## config.mk

```make
export PLATFORM = sky130hd
export DESIGN_NAME = deserializador_fifo
export DESIGN_NICKNAME = d
export VERILOG_FILES = /design/src/rtl/deserializador_fifo.sv
export SDC_FILE = /design/constraint.sdc
export NUM_CORES = 1
export LEC_CHECK = 0
export ABC_CLOCK_PERIOD_IN_PS = 2250
export BUFFER_PORTS_ARGS = -buffer_cell sky130_fd_sc_hd__buf_2
export CAP_MARGIN = 20
export CORE_ASPECT_RATIO = 0.5
export CORE_MARGIN = 2
export CORE_UTILIZATION = 49
export CTS_CLUSTER_SIZE = 28
export DETAILED_ROUTE_END_ITERATION = 12
export PLACE_DENSITY = 0.74
export SLEW_MARGIN = 20
export SYNTH_ARGS = -nofsm -noshare
export SYNTH_HDL_FRONTEND = slang
export SYNTH_SLANG_ARGS = --single-unit
```

## constraint.sdc

```tcl
create_clock -name clk_100KHz -period 2.25 [get_ports clk_100KHz]
set_input_delay 0.1125 -clock clk_100KHz [delete_from_list [all_inputs] [get_ports clk_100KHz]]
set_output_delay 0.1125 -clock clk_100KHz [all_outputs]
set_load 0.01 [all_outputs]
```

## src/rtl/deserializador_fifo.sv

```systemverilog
// deserializador_fifo: serial-to-parallel word assembler feeding a small word
// FIFO, drained by a four-phase (data_ready / ack_in) consumer handshake.
//
// Ports:
//   clk_100KHz  in   single clock, all state updates on the rising edge
//   reset       in   synchronous active-high reset
//   data_in     in   serial data bit, sampled when write_in=1
//   write_in    in   qualifies data_in, one bit per cycle
//   ack_in      in   four-phase consumer acknowledge
//   data_out    out  presented word (0 when nothing is presented)
//   data_ready  out  data_out holds a valid word
//   status_out  out  FIFO full; source must hold write_in low
//   fifo_count  out  complete words stored, including the presented one
//   overflow    out  sticky: a bit was offered while the FIFO was full
module deserializador_fifo #(
    parameter int unsigned WIDTH     = 8,
    parameter int unsigned DEPTH     = 4,
    parameter bit          MSB_FIRST = 1'b1
) (
    input  logic                     clk_100KHz,
    input  logic                     reset,
    input  logic                     data_in,
    input  logic                     write_in,
    input  logic                     ack_in,
    output logic [WIDTH-1:0]         data_out,
    output logic                     data_ready,
    output logic                     status_out,
    output logic [$clog2(DEPTH):0]   fifo_count,
    output logic                     overflow
);

    localparam int unsigned PW = $clog2(DEPTH);
    localparam int unsigned CW = PW + 1;
    localparam int unsigned BW = (WIDTH > 1) ? $clog2(WIDTH) : 1;

    typedef enum logic [1:0] {
        ST_EMPTY   = 2'd0,
        ST_PRESENT = 2'd1,
        ST_H_ACK   = 2'd2
    } state_t;

    logic [WIDTH-1:0] r_shift;
    logic [BW-1:0]    r_bit_cnt;
    logic [PW-1:0]    r_wr_ptr;
    logic [PW-1:0]    r_rd_ptr;
    logic [WIDTH-1:0] r_mem [DEPTH];
    state_t           r_state;

    logic             w_accept;
    logic             w_push;
    logic [WIDTH-1:0] w_shift_nxt;
    logic [CW-1:0]    w_count_nxt;
    state_t           w_state_nxt;
    logic             w_pop;
    logic             w_load;
    logic             w_clear;

    // Bits offered while full are dropped; the completing bit pushes a word.
    assign w_accept = write_in & ~status_out;
    assign w_push   = w_accept & (r_bit_cnt == BW'(WIDTH - 1));

    // Shifted value including the incoming bit; on the last bit this is the word.
    assign w_shift_nxt = MSB_FIRST ? {r_shift[WIDTH-2:0], data_in}
                                   : {data_in, r_shift[WIDTH-1:1]};

    // Occupancy: simultaneous push and pop leave the count unchanged.
    always_comb begin
        w_count_nxt = fifo_count;
        if (w_push && !w_pop) begin
            w_count_nxt = fifo_count + CW'(1);
        end else if (w_pop && !w_push) begin
            w_count_nxt = fifo_count - CW'(1);
        end
    end

    // Serial assembly, pointers, count, full and overflow flags.
    always_ff @(posedge clk_100KHz) begin
        if (reset) begin
            r_shift    <= '0;
            r_bit_cnt  <= '0;
            r_wr_ptr   <= '0;
            r_rd_ptr   <= '0;
            fifo_count <= '0;
            status_out <= 1'b0;
            overflow   <= 1'b0;
        end else begin
            if (w_accept) begin
                r_shift   <= w_shift_nxt;
                r_bit_cnt <= w_push ? '0 : r_bit_cnt + BW'(1);
            end
            if (write_in && status_out) begin
                overflow <= 1'b1;
            end
            if (w_push) begin
                r_wr_ptr <= r_wr_ptr + PW'(1);
            end
            if (w_pop) begin
                r_rd_ptr <= r_rd_ptr + PW'(1);
            end
            fifo_count <= w_count_nxt;
            status_out <= (w_count_nxt == CW'(DEPTH));
        end
    end

    // Word storage; contents are only read when fifo_count says they are valid.
    always_ff @(posedge clk_100KHz) begin
        if (w_push) begin
            r_mem[r_wr_ptr] <= w_shift_nxt;
        end
    end

    // Consumer FSM state register.
    always_ff @(posedge clk_100KHz) begin
        if (reset) begin
            r_state <= ST_EMPTY;
        end else begin
            r_state <= w_state_nxt;
        end
    end

    // Consumer FSM next state and handshake actions.
    always_comb begin
        w_state_nxt = r_state;
        w_pop       = 1'b0;
        w_load      = 1'b0;
        w_clear     = 1'b0;
        case (r_state)
            ST_EMPTY: begin
                if (fifo_count != '0) begin
                    w_state_nxt = ST_PRESENT;
                    w_load      = 1'b1;
                end
            end
            ST_PRESENT: begin
                if (ack_in) begin
                    w_state_nxt = ST_H_ACK;
                    w_pop       = 1'b1;
                    w_clear     = 1'b1;
                end
            end
            ST_H_ACK: begin
                if (!ack_in) begin
                    if (fifo_count != '0) begin
                        w_state_nxt = ST_PRESENT;
                        w_load      = 1'b1;
                    end else begin
                        w_state_nxt = ST_EMPTY;
                    end
                end
            end
            default: begin
                w_state_nxt = ST_EMPTY;
            end
        endcase
    end

    // Presented word is captured on entry to PRESENT and held until popped.
    always_ff @(posedge clk_100KHz) begin
        if (reset) begin
            data_out   <= '0;
            data_ready <= 1'b0;
        end else if (w_load) begin
            data_out   <= r_mem[r_rd_ptr];
            data_ready <= 1'b1;
        end else if (w_clear) begin
            data_out   <= '0;
            data_ready <= 1'b0;
        end
    end

endmodule

```

==> impl_metrics.env, run 1 <==
export IMPL_core_rowCount=18
export IMPL_num_vias=1509
export IMPL_path_buf_inv=0
export IMPL_drc=0
export IMPL_clockBufferDepth=2
export IMPL_cts_resized=0
export IMPL_period_needed_ps=1840
export IMPL_yosysWarnings=0
export IMPL_yosysSeqAreaShare_pct=63.6
export IMPL_critPathMaxStageDelay_ps=370
export IMPL_io_pins=19
export IMPL_die_area_um2=5760
export IMPL_crit_type="register to register"
export IMPL_finalCritPeriodShare_pct=81.8
export IMPL_clkTransAtPathRegs_ps=70
export IMPL_report_power_total_w=0.00293
export IMPL_fin_ws_ps=409
export IMPL_cts_htree_levels=3
export IMPL_n_antenna_cell=0
export IMPL_viasPerCell=5.17
export IMPL_core_um2=4930
export IMPL_overflow=0
export IMPL_relSlewSlack_pct=61.6
export IMPL_finalInstanceArea_um2=2870
export IMPL_cts_buffers=9
export IMPL_fp_dieH_um=54.7
export IMPL_dp_slack_ps=409
export IMPL_first_global_vias=1367
export IMPL_hold_depth=3
export IMPL_tightest_slew_ps=577
export IMPL_cp_cell_sequence="ha_1 -> ha_1 -> nand3b_4 -> xor2_1 -> nor2_1 -> nor2_1 -> a2111oi_2"
export IMPL_max_freq_mhz=543
export IMPL_drtPass1Iterations=4
export IMPL_cts_tree="yes"
export IMPL_crit_cells=7
export IMPL_drive_above_1_share_pct=22.5
export IMPL_dpl_hpwl_um=2900
export IMPL_final_setup_viol_count=0
export IMPL_tns_ps=0
export IMPL_cts_sinks=64
export IMPL_wl_per_cell_um=14.9
export IMPL_placed_area_um2=2660
export IMPL_finClkSkew_ps=10.2
export IMPL_grt_pass1_wl_um=6740
export IMPL_syn_nets=210
export IMPL_rsz0062_at_grt="no"
export IMPL_hp_class="input port to register"
export IMPL_track_usage_pct=16.7
export IMPL_drtIter0Drc=32
export IMPL_ys_seq_elements=64
export IMPL_grt_antenna_before_repair=0
export IMPL_crit_required_ps=2490
export IMPL_syn_avg_cell_area_um2=12.8
export IMPL_worstPathMaxFanout=9
export IMPL_crit_slowest_cell="ha_1"
export IMPL_fin_nets=231
export IMPL_syn_to_final_growth_pct=14.0
export IMPL_hold_violations=0
export IMPL_hold_buffers=1
export IMPL_end_kind="register"
export IMPL_ant_nets=0
export IMPL_nFillCells=388
export IMPL_routed_wl_um=4350
export IMPL_start_util_pct=51.0
export IMPL_vdd_drop_max_uv=496
export IMPL_clk_latency_ps=340
export IMPL_crit_family="adder cells"
export IMPL_port_buffers=18
export IMPL_pwr_density_cell_nw_per_um2=1020
export IMPL_p_leak_nw=1.06
export IMPL_worstPathArrival_ps=2080
export IMPL_start_kind="register"
export IMPL_gp_congestion=0.740
export IMPL_synth_area_um2=2520
export IMPL_grt_max_degree=32
export IMPL_dieWidth_um=105
export IMPL_cts_root_buffer="clkbuf_8"
export IMPL_syn_inst=196
export IMPL_synth_cell_type_count=32
export IMPL_status="completed"
export IMPL_cap_violations=0
export IMPL_whs_ps=86.8
export IMPL_postCtsSetupRepairBufs=0
export IMPL_report_final_slew_viol_count=0
export IMPL_ff2ff_path_depth=7
## cell type report
cell class                      instances  area (um^2)  share of cell area (%)
Multi-Input combinational cell        117          856                    29.8
Tap cell                               70         87.6                    3.05
Timing Repair Buffer                   19          100                    3.49
Sequential cell                        64         1600                    55.8
Clock inverter                          4         23.8                   0.829
Clock buffer                           12          176                    6.15
Inverter                                6         22.5                   0.785
## registers in the layout (all words and copies together) (netlist names), named ones only
signal      cells
r_wr_ptr        2
r_bit_cnt       3
r_mem          32
r_rd_ptr        2
fifo_count      3
r_state         2
overflow        1
data_out        8
r_shift         7
status_out      1
data_ready      1
## worst register-to-register path, delay by kind of cell, from the launching register on
kind	cells	cell delay, ps
xor gates and xnor gates	1	210
adders and majority gates	2	530
AOI/OAI and AO/OA	1	320
and+or+nand+nor	3	340
DFF	1	350
## power breakdown
group,switching [W],total [W],internal (W)
clock,0.000419,0.000942,0.000523
sequential,0.0000967,0.00142,0.00132
combinational,0.000330,0.000570,0.000240
## synthesized netlist by cell type
library cell | count | share of area, %
a2111oi_2 | 1 | 0.60
a211o_1 | 1 | 0.35
a211oi_1 | 1 | 0.30
a211oi_2 | 1 | 0.50
a21oi_1 | 22 | 4.4
a21oi_2 | 1 | 0.35
a2bb2oi_1 | 1 | 0.35
and2b_2 | 1 | 0.35
and3_1 | 4 | 0.99
buf_2 | 2 | 0.40
clkbuf_1 | 7 | 1.0
dfxtp_1 | 32 | 25
edfxtp_1 | 32 | 38
ha_1 | 9 | 4.5
inv_1 | 5 | 0.75
inv_2 | 1 | 0.15
mux4_2 | 8 | 7.2
nand2_1 | 28 | 4.2
nand2b_1 | 1 | 0.25
nand3_1 | 9 | 1.8
nand3_2 | 1 | 0.40
nand3b_1 | 1 | 0.30
nand3b_2 | 1 | 0.45
nand3b_4 | 1 | 0.80
nor2_1 | 12 | 1.8
nor2b_1 | 1 | 0.25
nor3_1 | 1 | 0.20
nor3b_1 | 1 | 0.30
o211a_1 | 1 | 0.40
or3b_1 | 1 | 0.35
xnor2_1 | 6 | 2.1
xor2_1 | 2 | 0.70
## final timing paths
path / startpoint / endpoint / slack (ps)
worst min-delay path: write_in / overflow$_SDFFE_PP0P_ / 90
worst max register to register: r_bit_cnt[0]$_SDFFE_PP0P_ / status_out$_SDFF_PP0_ / 410
worst min register to register: data_ready$_SDFFE_PP0P_ / data_ready$_SDFFE_PP0P_ / 460
worst max-delay path: r_bit_cnt[0]$_SDFFE_PP0P_ / status_out$_SDFF_PP0_ / 410
## cell usage in the layout (no fill, tap or decap), types with 2 or more instances in the layout
master | Yosys | layout
mux4_2 | 8 | 8
clkinv_2 | 0 | 2
xnor2_1 | 6 | 6
buf_2 | 2 | 18
and3_1 | 4 | 4
clkbuf_8 | 0 | 11
nor2_1 | 12 | 12
inv_1 | 5 | 5
a21oi_1 | 22 | 22
ha_1 | 9 | 9
dfxtp_1 | 32 | 32
nand2_1 | 28 | 28
xor2_1 | 2 | 2
edfxtp_1 | 32 | 32
nand3_1 | 9 | 9
## stage by stage
step,util [%],std cells
floorplan,-,196
global placement,53.9,275
detailed placement,53.9,275
CTS,58.1,292
global route,58.1,292
finish,58.1,292
## cell families (layout without fill, tap and decap cells)
family / after synthesis / count (layout) / share of synthesized area [%]
and+or+nand+nor: 63 / 63 / 12.4
xor gates and xnor gates: 8 / 8 / 2.78
buffers and inverters: 15 / 41 / 2.34
AOI/OAI and AO/OA: 29 / 29 / 7.21
DFF: 64 / 64 / 63.6
muxes: 8 / 8 / 7.16
adders and majority gates: 9 / 9 / 4.48
## layer usage
metal  wire length, um  vias to the layer above  track usage (%)
met5                 0                        -                0
met4                74                        0             6.67
met3               213                        9             7.38
met2              2040                       35             28.0
met1              2020                      724             19.6
li1                  -                      741                -
(Power assumes the default switching activity.)
==> run 2, diff against run 1 <==
- ABC_AREA: unset -> 1
- ABC_CLOCK_PERIOD_IN_PS: 2250 -> 1800
- clock period: 2.25 -> 1.8 ns (I/O delays scaled with it)
==> run 2 against run 1 <==
Non-clock buffer count up 4; critical path type unchanged; core utilization is 1.5 points higher; clock power up 52%; global-route usage increased by 2.3 points; sequential share of layout area is 2.4 points lower; largest cell class unchanged.
==> impl_metrics.env, run 2 <==
export IMPL_wl_per_cell_um=13.8
export IMPL_critPathMaxStageDelay_ps=350
export IMPL_max_freq_mhz=632
export IMPL_syn_avg_cell_area_um2=10.0
export IMPL_crit_slowest_cell="dfxtp_1"
export IMPL_largest_reg_flops=32
export IMPL_grt_antenna_before_repair=0
export IMPL_tightest_slew_ps=521
export IMPL_crit_required_ps=1850
export IMPL_worstPathMaxFanout=10
export IMPL_yosysTopAreaCell="edfxtp_1"
export IMPL_top_register="r_mem"
export IMPL_overflow=0
export IMPL_clockBufferDepth=2
export IMPL_report_final_slew_viol_count=0
export IMPL_io_pins=19
export IMPL_ys_seq_elements=64
export IMPL_core_rowCount=18
export IMPL_cts_resized=0
export IMPL_grt_pass1_wl_um=8510
export IMPL_n_antenna_cell=0
export IMPL_finalInstanceArea_um2=3000
export IMPL_synth_most_common_cell="nor2_1"
export IMPL_routed_wl_um=4980
export IMPL_tns_ps=0
export IMPL_fp_dieH_um=55.5
export IMPL_port_buffers=18
export IMPL_multiInputGateArea_um2=843
export IMPL_p_leak_nw=1.21
export IMPL_track_usage_pct=19.0
export IMPL_drtIter0Drc=110
export IMPL_vdd_drop_max_uv=825
export IMPL_grtUsageMet3_pct=6.85
export IMPL_syn_inst=260
export IMPL_postCtsSetupRepairBufs=0
export IMPL_synth_common_cells="49 x nor2_1, 32 x dfxtp_1, 32 x edfxtp_1"
export IMPL_grt_busiest_layer="met2"
export IMPL_ys_top_cells_by_area="edfxtp_1 37%, dfxtp_1 25%, nor2_1 7.1%"
export IMPL_placed_area_um2=2760
export IMPL_relSlewSlack_pct=65.2
export IMPL_viasPerCell=5.08
export IMPL_worstPathArrival_ps=1630
export IMPL_cts_tree="yes"
export IMPL_crit_type="register to register"
export IMPL_layout_common_cells="49 x nor2_1, 32 x dfxtp_1, 32 x edfxtp_1"
export IMPL_yosysWarnings=0
export IMPL_period_needed_ps=1580
export IMPL_status="completed"
export IMPL_num_vias=1828
export IMPL_cts_root_buffer="clkbuf_8"
export IMPL_dieWidth_um=107
export IMPL_async_flop_share_pct=0
export IMPL_hold_violations=0
export IMPL_nFillCells=392
export IMPL_syn_nets=274
export IMPL_cts_sinks=64
export IMPL_synth_top_area_share_pct=36.9
export IMPL_hp_class="input port to register"
export IMPL_report_power_total_w=0.00420
export IMPL_clkTransAtPathRegs_ps=70
export IMPL_final_setup_viol_count=0
export IMPL_clk_latency_ps=340
export IMPL_cts_htree_levels=3
export IMPL_rsz0062_at_grt="no"
export IMPL_synth_cell_type_count=26
export IMPL_fin_nets=299
export IMPL_die_area_um2=5950
export IMPL_syn_to_final_growth_pct=15.1
export IMPL_crit_top_cell="ha_1"
export IMPL_pwr_density_cell_nw_per_um2=1400
export IMPL_grt_util_met1_pct=24.2
export IMPL_dpl_hpwl_um=3430
export IMPL_final_cell_count_no_fill=360
export IMPL_synth_area_um2=2600
export IMPL_finClkSkew_ps=12.2
export IMPL_first_global_vias=1749
export IMPL_core_um2=5020
export IMPL_end_kind="register"
export IMPL_grt_max_degree=18
export IMPL_ys_flop_type="edfxtp_1"
export IMPL_finalCritPeriodShare_pct=87.8
export IMPL_cap_violations=0
export IMPL_placed_cells=344
export IMPL_cp_cell_sequence="ha_1 -> ha_1 -> nand3_2 -> nor2_1 -> buf_4"
export IMPL_drtPass1Iterations=4
export IMPL_drive_above_1_share_pct=18.6
export IMPL_grtUsageMet2_pct=31.0
export IMPL_yosysSeqAreaShare_pct=61.5
export IMPL_final_common_cell="nor2_1"
export IMPL_top_regs="r_mem: 32 flops, data_out: 8 flops, r_shift: 7 flops"
export IMPL_start_util_pct=51.8
export IMPL_drc=0
export IMPL_hold_buffers=0
export IMPL_start_kind="register"
export IMPL_synth_edff_count=32
export IMPL_whs_ps=9.37
export IMPL_gp_congestion=0.740
export IMPL_ff_latch_area_um2=1600
export IMPL_ant_nets=0
export IMPL_cts_buffers=9
## run 2: cell count changes in the layout (fill, tap and decap cells not counted), moves of 6 or more
cell	change
inv_1	+15
mux4_2	-8
nor2_1	+37
o21ai_0	+27
o21ai_1	+10
xnor2_1	-6
## run 2: critical path, delay by kind of cell, from the launching register on
| family | cells | cell delay (ps) |
|---|---|---|
| adder cells (fa/ha/maj) | 2 | 350 |
| buffers and inverters | 1 | 190 |
| flip-flops | 1 | 350 |
| AND/OR/NAND/NOR | 2 | 400 |
## run 2: through the flow
step                setup slack, ps  utilization [%]
global route                    106             59.7
floorplan                       189                -
CTS                             211             59.7
global placement                312             54.9
finish                          219             59.7
detailed placement              244             54.9
## run 2: cell type report
cell class,instances,area share (%)
well taps,70,2.92
multi-input cells,163,28.1
inverters,24,3.26
clock buffers,10,4.97
flip-flops and latches,64,53.4
clock inverters,6,3.01
repair buffers,23,4.26
## run 2: logic make-up after synthesis
kind of cell / Yosys count / synth area share, %
buf+inv: 33 / 6.10
compound gates: 56 / 11.4
xor+xnor: 1 / 0.336
simple gates: 97 / 16.3
flops: 64 / 61.5
fa+ha+maj: 9 / 4.32
## run 2: path summary, 6_finish.rpt
path	end	slack [ps]	startpoint	cells after the start
worst max register to register	r_mem[3][6]$_DFFE_PP_	220	r_bit_cnt[0]$_SDFFE_PP0P_	5
worst max-delay path	r_mem[3][6]$_DFFE_PP_	220	r_bit_cnt[0]$_SDFFE_PP0P_	5
worst min-delay path	r_mem[1][0]$_DFFE_PP_	9	data_in	1
worst min register to register	data_out[5]$_SDFFE_PP0P_	460	data_out[5]$_SDFFE_PP0P_	2
## run 2: where the power goes
| part | internal [W] | leakage, nW | switching (W) |
|---|---|---|---|
| clock | 0.000865 | 0.118 | 0.000560 |
| combinational | 0.000341 | 0.540 | 0.000604 |
| sequential | 0.00170 | 0.554 | 0.000124 |
| total | 0.00291 | 1.21 | 0.00129 |
## run 2: routing by layer
metal	up-vias	wire length (um)
met3	4	313
met1	874	2190
met2	43	2420
li1	907	-
met4	0	52
met5	-	0
==> run 3, diff against run 2 <==
- CORE_MARGIN: 2 -> 8
==> run 3 against run 2 <==
Sequential share of layout area decreased by 0.089 points; hold slack improved by 4.6 ps; routed wire length about the same; setup slack got worse by 23 ps; global-route usage decreased by 6.0 points; non-clock buffer count unchanged; first-iteration DRC count increased by 5.5%; clock skew decreased by 1.9 ps; total power increased by 1.1%; design area increased by 0.17%; critical endpoint is now r_mem[1][0]$_DFFE_PP_.
==> impl_metrics.env, run 3 (synthesized netlist as in run 2, its figures left out) <==
export IMPL_critPathMaxStageDelay_ps=360
export IMPL_final_cell_count_no_fill=360
export IMPL_wl_per_cell_um=13.8
export IMPL_cts_sinks=64
export IMPL_grt_pass1_wl_um=8140
export IMPL_hold_buffers=0
export IMPL_top_register="r_mem"
export IMPL_viasPerCell=4.98
export IMPL_n_antenna_cell=0
export IMPL_cp_cell_sequence="ha_1 -> ha_1 -> nand3_2 -> nor2_1 -> buf_4"
export IMPL_pwr_density_cell_nw_per_um2=1410
export IMPL_overflow=0
export IMPL_max_freq_mhz=623
export IMPL_postCtsSetupRepairBufs=0
export IMPL_track_usage_pct=13.0
export IMPL_placed_cells=344
export IMPL_cts_root_buffer="clkbuf_8"
export IMPL_end_kind="register"
export IMPL_worstPathArrival_ps=1640
export IMPL_fp_dieH_um=67.5
export IMPL_finClkSkew_ps=10.2
export IMPL_finalCritPeriodShare_pct=89.1
export IMPL_nFillCells=390
export IMPL_io_pins=19
export IMPL_rsz0062_at_grt="no"
export IMPL_die_area_um2=8040
export IMPL_ant_nets=0
export IMPL_dp_slack_ps=207
export IMPL_top_regs="r_mem: 32 flops, data_out: 8 flops, r_shift: 7 flops"
export IMPL_drc=0
export IMPL_path_buf_inv=1
export IMPL_report_final_slew_viol_count=0
export IMPL_layout_common_cells="49 x nor2_1, 32 x dfxtp_1, 32 x edfxtp_1"
export IMPL_final_setup_viol_count=0
export IMPL_tightest_slew_ps=502
export IMPL_crit_slowest_cell="dfxtp_1"
export IMPL_start_util_pct=51.8
export IMPL_fin_ws_ps=196
export IMPL_cts_tree="yes"
export IMPL_crit_type="register to register"
export IMPL_cts_htree_levels=3
export IMPL_hp_class="input port to register"
export IMPL_largest_reg_flops=32
export IMPL_drtPass1Iterations=4
export IMPL_vdd_drop_max_uv=936
export IMPL_tns_ps=0
export IMPL_drtIter0Drc=116
export IMPL_p_leak_nw=1.21
export IMPL_core_um2=5020
export IMPL_start_kind="register"
export IMPL_num_vias=1794
export IMPL_syn_to_final_growth_pct=15.3
export IMPL_crit_required_ps=1840
export IMPL_fin_nets=299
export IMPL_relSlewSlack_pct=66.5
export IMPL_cap_violations=0
export IMPL_clockBufferDepth=2
export IMPL_ff_latch_area_um2=1600
export IMPL_crit_family="simple AND/OR/NAND/NOR gates"
export IMPL_grt_antenna_before_repair=0
export IMPL_hold_violations=0
export IMPL_period_needed_ps=1600
export IMPL_core_rowCount=18
export IMPL_crit_top_cell="ha_1"
export IMPL_first_global_vias=1731
export IMPL_dieWidth_um=119
export IMPL_routed_wl_um=4970
export IMPL_final_common_cell="nor2_1"
export IMPL_multiInputGateArea_um2=843
export IMPL_status="completed"
export IMPL_port_buffers=18
export IMPL_cts_resized=0
export IMPL_grt_max_degree=18
export IMPL_clk_latency_ps=330
export IMPL_gp_congestion=0.769
export IMPL_worstPathMaxFanout=10
export IMPL_drive_above_1_share_pct=18.6
export IMPL_clkTransAtPathRegs_ps=70
export IMPL_cts_buffers=9
export IMPL_dpl_hpwl_um=3410
## run 3: changes by cell type in the layout (fill, tap and decap cells not counted), sizes merged
cell    change
bufinv      +1
clkbuf      -1
## run 3: cell type report
class | instances | area share (%)
Timing Repair Buffer | 23 | 4.25
Tap cell | 70 | 2.92
Clock buffer | 9 | 4.13
Inverter | 24 | 3.25
Clock inverter | 7 | 4.00
Sequential cell | 64 | 53.4
Multi-Input combinational cell | 163 | 28.1
## run 3: metal layers
layer	vias to the layer above	global-route usage (%)	share of wire (%)
met5	-	0	0
met4	0	7.02	1.9
met3	8	4.41	4.7
met2	50	22.0	46
met1	823	14.9	47
li1	913	-	-
## run 3: final timing paths
| check | from | end | slack, ps | cells after the start |
|---|---|---|---|---|
| worst min-delay path | data_in | r_mem[2][0]$_DFFE_PP_ | 10 | 1 |
| worst max register to register | r_bit_cnt[0]$_SDFFE_PP0P_ | r_mem[1][0]$_DFFE_PP_ | 200 | 5 |
| worst min register to register | data_ready$_SDFFE_PP0P_ | data_ready$_SDFFE_PP0P_ | 470 | 2 |
| worst max-delay path | r_bit_cnt[0]$_SDFFE_PP0P_ | r_mem[1][0]$_DFFE_PP_ | 200 | 5 |
## run 3: through the flow
step	instance area (um^2)	utilization, %	total power [W]	hold WS [ps]
floorplan	2600	-	0.00254	189
global placement	2760	54.9	0.00277	353
detailed placement	2760	54.9	0.00280	361
CTS	3000	59.8	0.00428	2.37
global route	3000	59.8	0.00448	7.44
finish	3000	59.8	0.00424	13.9
## run 3: worst reg2reg max path: stages, from the launching register on
cell	delay, ps
dfxtp_1	360
ha_1	170
ha_1	200
nand3_2	220
nor2_1	170
buf_4	200
## run 3: report_power, final
group	leakage, nW	total (W)	switching (W)	internal [W]
sequential	0.554	0.00183	0.000128	0.00170
clock	0.119	0.00148	0.000557	0.000921
combinational	0.540	0.000934	0.000594	0.000340
